File: config.mk
export PLATFORM = sky130hd
export DESIGN_NAME = mem_arbiter
export DESIGN_NICKNAME = d
export VERILOG_FILES = /design/src/rtl/mem_arb_pkg.sv /design/src/rtl/rr_pick2.sv /design/src/rtl/mem_arbiter.sv
export SDC_FILE = /design/constraint.sdc
export NUM_CORES = 1
export LEC_CHECK = 0
export BUFFER_PORTS_ARGS = -buffer_cell sky130_fd_sc_hd__buf_2
export CAP_MARGIN = 20
export CORE_AREA = 2 2 213 215
export CTS_BUF_LIST = sky130_fd_sc_hd__clkbuf_2
export DETAILED_ROUTE_END_ITERATION = 10
export DIE_AREA = 0 0 215 217
export PLACE_DENSITY_LB_ADDON = 0.05
export SETUP_SLACK_MARGIN = 0.5
export SKIP_LAST_GASP = 1
export SYNTH_ARGS = -nofsm -noshare
export SYNTH_HDL_FRONTEND = slang
export SYNTH_SLANG_ARGS = --single-unit
export TNS_END_PERCENT = 100
File: constraint.sdc
create_clock -name clk -period 3.1 [get_ports clk]
set_clock_uncertainty 0.15 [all_clocks]
set_input_delay 0.465 -clock clk [delete_from_list [all_inputs] [get_ports clk]]
set_output_delay 0.465 -clock clk [all_outputs]
set_load 0.05 [all_outputs]
File: src/rtl/mem_arb_pkg.sv
// Shared types and constants for the I/D-cache memory arbiter.
// Owner encoding doubles as the round-robin grant index.
package mem_arb_pkg;

    typedef enum logic [1:0] {
        IDLE,
        WAIT,
        BURST,
        DONE
    } state_t;

    localparam int   LINE_WORDS       = 4;
    localparam int   BYTE_OFFSET_BITS = 4;
    localparam logic OWN_IC           = 1'b0;
    localparam logic OWN_DC           = 1'b1;

endpackage

File: src/rtl/rr_pick2.sv
// Two-way round-robin picker: on a tie the requester
// that was not granted last wins.
module rr_pick2 (
    input  logic [1:0] req,
    input  logic       last,
    output logic [1:0] grant
);

    always_comb begin
        grant = req;
        if (req == 2'b11)
            grant = last ? 2'b01 : 2'b10;
    end

endmodule

File: src/rtl/mem_arbiter.sv
// Arbitrates I-cache and D-cache line transfers onto a
// single-word memory port as fixed 4-beat bursts.
module mem_arbiter
    import mem_arb_pkg::*;
#(
    parameter int MEM_LATENCY = 5
) (
    input  logic         clk,
    input  logic         reset,
    input  logic         ic_req,
    input  logic [31:0]  ic_addr,
    output logic         ic_done,
    output logic [127:0] ic_rdata,
    input  logic         dc_req,
    input  logic         dc_we,
    input  logic [31:0]  dc_addr,
    input  logic [127:0] dc_wdata,
    output logic         dc_done,
    output logic [127:0] dc_rdata,
    output logic         mem_req,
    output logic         mem_we,
    output logic [31:0]  mem_addr,
    output logic [31:0]  mem_wdata,
    input  logic [31:0]  mem_rdata,
    output logic         busy
);

    localparam logic [3:0] WAIT_LAST = 4'(MEM_LATENCY - 1);
    localparam logic [1:0] BEAT_LAST = 2'(LINE_WORDS - 1);

    state_t state;
    state_t state_nxt;

    logic                           owner;
    logic                           last_grant;
    logic                           we_q;
    logic [31-BYTE_OFFSET_BITS:0]   base_q;
    logic [LINE_WORDS-1:0][31:0]    wbuf;
    logic [LINE_WORDS-1:0][31:0]    lbuf;
    logic [3:0]                     wait_cnt;
    logic [1:0]                     beat;
    logic [1:0]                     grant;
    logic                           req_any;
    logic                           unused_ok;

    assign req_any   = ic_req | dc_req;
    assign unused_ok = ^{ic_addr[3:0], dc_addr[3:0], grant[0]};

    rr_pick2 u_pick (
        .req   ({dc_req, ic_req}),
        .last  (last_grant),
        .grant (grant)
    );

    always_ff @(posedge clk) begin
        if (reset)
            state <= IDLE;
        else
            state <= state_nxt;
    end

    always_comb begin
        state_nxt = state;
        unique case (state)
            IDLE:  if (req_any) state_nxt = WAIT;
            WAIT:  if (wait_cnt == WAIT_LAST) state_nxt = BURST;
            BURST: if (beat == BEAT_LAST) state_nxt = DONE;
            DONE:  state_nxt = IDLE;
        endcase
    end

    // Request context is latched once in IDLE so later
    // input changes cannot disturb an active burst.
    always_ff @(posedge clk) begin
        if (reset) begin
            owner      <= OWN_IC;
            last_grant <= OWN_DC;
            we_q       <= 1'b0;
            base_q     <= '0;
            wbuf       <= '0;
            lbuf       <= '0;
            wait_cnt   <= 4'd0;
            beat       <= 2'd0;
        end else begin
            unique case (state)
                IDLE: begin
                    if (req_any) begin
                        owner    <= grant[1];
                        base_q   <= grant[1] ? dc_addr[31:4]
                                             : ic_addr[31:4];
                        we_q     <= grant[1] & dc_we;
                        wbuf     <= grant[1] ? dc_wdata : '0;
                        lbuf     <= '0;
                        wait_cnt <= 4'd0;
                        beat     <= 2'd0;
                    end
                end
                WAIT: wait_cnt <= wait_cnt + 4'd1;
                BURST: begin
                    if (!we_q)
                        lbuf[beat] <= mem_rdata;
                    beat <= beat + 2'd1;
                end
                DONE: last_grant <= owner;
            endcase
        end
    end

    always_comb begin
        mem_req   = 1'b0;
        mem_we    = 1'b0;
        mem_addr  = 32'd0;
        mem_wdata = 32'd0;
        ic_done   = 1'b0;
        dc_done   = 1'b0;
        busy      = (state != IDLE);
        unique case (state)
            IDLE, WAIT: ;
            BURST: begin
                mem_req   = 1'b1;
                mem_we    = we_q;
                mem_addr  = {base_q, beat, 2'b00};
                mem_wdata = we_q ? wbuf[beat] : 32'd0;
            end
            DONE: begin
                ic_done = (owner == OWN_IC);
                dc_done = (owner == OWN_DC);
            end
        endcase
    end

    assign ic_rdata = lbuf;
    assign dc_rdata = lbuf;

endmodule

==> metrics <==
Sw Share 0.400; number of synthesized flops with an enable pin 0; GP Congestion ~0.75; final setup violation count 9; clk_lat worst skew about 960 ps; Detailed Route WL ~52 mm; Worst-Margin Slew ~950 ps; status complete, but fails checks; # placed instances 2265; CP endpoint kind primary output; Placement Cell Area about 15000 um^2; Seq cells post-synth approximately 300; Max clock buf depth 3; complex-gate fraction of the synthesized area 0.209; XOR/XNOR Fraction of Synth Area 0; layout cell share with drive strength beyond 1 0.408; mapped cell area 13100 um^2; filler cell count ~4500; MaxCap Viol Count 0; vias in the first global route ~13000; failing checks setup timing; global-route wire length before repair slightly below 80 mm; Pwr Density 597 nW/um^2; Seq pwr share 0.378; CTS sink count ~300; post-synthesis simple-gate area fraction 0.0919; initial antenna violation count 9; CP delay by family, top multiplexers; total grt overflow 0; WP data arrival roughly 2500 ps; HPWL after DPL a little over 30 mm; fin area 19700 um^2; # DRC 0; Hold Crit Class in -> reg; Die Footprint about 47000 um^2; WP data required between 2000 and 2500 ps; CTS Buf Count 87; Int Pwr 7.05 mW; # nets final around 2300; mux cell area share after synthesis 0.0780; worst path cell trace buf_6 > buf_16 > mux4_2 > and2_4 > buf_6; Core ar. ~45000 um^2; top-count cell post-synth dfxtp_1; Critical-path top delay cell mux4_2; post-synth cell types 38; Top FF cell, synth dfxtp_1; Final Critical Period about 3100 ps; Die W approximately 220 um; drt pass-1 iters 5; synth-to-layout area growth 50.3%; input/output buffers ~540; Ys Warns 0; Layout Cells excl Fill between 2000 and 3000; synth top area cells dfxtp_1 (45%), a32oi_1 (8.6%), o32ai_1 (8.6%), buf_4 (7.5%), mux4_2 (5.5%); vias post-DR approximately 13000; post-synthesis cell count around 1400; Logic pwr share 0.372; CTS tree yes; Slew headroom 0.368; Initial DRC Count 632; Worst Path Max Fanout 6; Synth top cells by count dfxtp_1 (295), inv_1 (141), nor2_1 (132), buf_4 (131), a32oi_1 (129); H-tree depth 3; setup slack after layout -32.6 ps; crit-path max cell delay approximately 540 ps; IO Pins 554; Die Height 217 um; largest family of logic cells by synthesized area compound AO/OA/AOI/OAI gates; Reg area 5920 um^2; area of the multi-input gates ~5400 um^2; GRT Util Overall 0.213; sequential share of the synthesized area 0.451; Site Rows 78; Clk pin slew, worst setup/hold paths around 100 ps; Leak around 8.4 nW; clock power share 0.249; kind of critical path reg -> out; post-synthesis adder-cell area fraction 0.0115; Final Hold Vio Count 0; Final ANT Viol Nets 0; final worst path period share 1.01; RSZ-0062 raised after global routing true; largest net degree at the start of global routing 164; crit path buf inv count 3; Max Clock Freq 319 MHz; Synth async-reset ratio 0; drt wl/cell between 15 and 20 um; Initial Util 0.293; via/cell ratio approximately 4.8; top cell type's share of synthesized area 0.451; root buf cell clkbuf_2; post-synth top area cell dfxtp_1; most frequent CP cell buf_6; Syn Area/Cell between 9 and 10 um^2; Slew Limit Fails 0; Worst VDD drop between 0.4 and 0.5 mV; Net Sw Power ~4.7 mW; critical path startpoint category flip-flop
[kinds of logic after synthesis]
group | count (synthesis)
buffers and inverters | 405
AOI/OAI and AO/OA | 335
DFF | 295
and+or+nand+nor | 250
muxes | 62
adders and majority gates | 12
other | 1
[routing by layer]
| layer | global-route usage | share of wire | routed length [um] | up-vias |
|---|---|---|---|---|
| met5 | 0 | 0.00056 | 29 | - |
| met4 | 0.0766 | 0.028 | 1430 | 6 |
| met3 | 0.0523 | 0.055 | 2830 | 91 |
| met2 | 0.357 | 0.49 | 25200 | 428 |
| met1 | 0.267 | 0.43 | 22400 | 6257 |
| li1 | - | - | - | 6154 |
[path summary, 6_finish.rpt]
kind / startpoint / end / slack (ps) / cells past startpoint
hold reg to reg: wbuf[119] / wbuf[119] / 340 / 2
setup reg to reg: state[1] / dc_rdata[93] / 590 / 11
hold / removal: dc_wdata[111] / wbuf[111] / 160 / 4
setup / recovery: beat[1] / mem_wdata[4] / -30 / 5
[placed cells by master, fill, tap and decap left out, types with 6 or more instances in the layout]
| master | synthesis | routed |
|---|---|---|
| buf_2 | 37 | 475 |
| dfxtp_1 | 295 | 291 |
| dlygate4sd3_1 | 0 | 225 |
| inv_1 | 141 | 138 |
| nor2_1 | 132 | 132 |
| a32oi_1 | 129 | 129 |
| o32ai_1 | 128 | 128 |
| clkbuf_2 | 0 | 127 |
| and2_4 | 0 | 59 |
| nand3_1 | 37 | 37 |
| buf_6 | 1 | 34 |
| o21ai_0 | 33 | 33 |
| mux4_2 | 32 | 32 |
| a21oi_1 | 32 | 32 |
| mux2i_1 | 30 | 30 |
| buf_4 | 131 | 30 |
| buf_8 | 0 | 28 |
| buf_12 | 0 | 19 |
| clkinv_1 | 1 | 9 |
| and2_1 | 64 | 8 |
| ha_1 | 12 | 8 |
| nand2_1 | 7 | 7 |
| buf_16 | 0 | 7 |
| diode_2 | 0 | 6 |
[power by group through the flow]
stage	sequential, mW	clock (mW)	combinational (mW)
2_1_floorplan	4.63	0	2.26
3_3_place_gp	4.52	0	3.52
6_report	4.45	2.93	4.38
4_1_cts	4.46	3.10	4.34
5_1_grt	4.50	3.26	4.65
3_5_place_dp	4.52	0	3.53
[cell type report]
type	count	share of cell area
Multi-Input combinational cell	663	0.273
Timing Repair Buffer	822	0.322
Antenna cell	6	0.000763
Clock inverter	13	0.00521
Sequential cell	295	0.301
Inverter	142	0.0276
Clock buffer	127	0.0323
Tap cell	600	0.0382
[registers in the layout, summed over array words and instances (netlist names)]
signal      cells
base_q         28
we_q            1
dc_rdata      128
beat            2
wbuf          128
wait_cnt        4
owner           1
state           2
last_grant      1
[worst min-delay path, stage by stage]
cell and delay, ps:
dlygate4sd3_1 530, buf_2 100, a32oi_1 80, nor2_1 70
[timing repair]
item                                    CTS  global route
hold buffers                            225             0
endpoints found under the setup margin   67           189
hold endpoints to repair                292             0
gates cloned                             11             0
pin swaps                                28             1
setup buffers                            16             5
gates resized for setup                 231            17
[metrics by stage]
stage                     hold WS (ps)  worst slack (ps)  setup TNS [ps]  power [mW]  utilization
after floorplan                    286               581               0        6.89            -
after global placement             311               559               0        8.03        0.345
after detailed placement           319               487               0        8.05        0.345
after CTS                         1.58              -202           -4870        11.9        0.438
after global routing              48.2              -211           -4610        12.4        0.440
final                              158             -32.6           -78.1        11.8        0.440
Note: power is estimated with default switching activity, not from simulation.
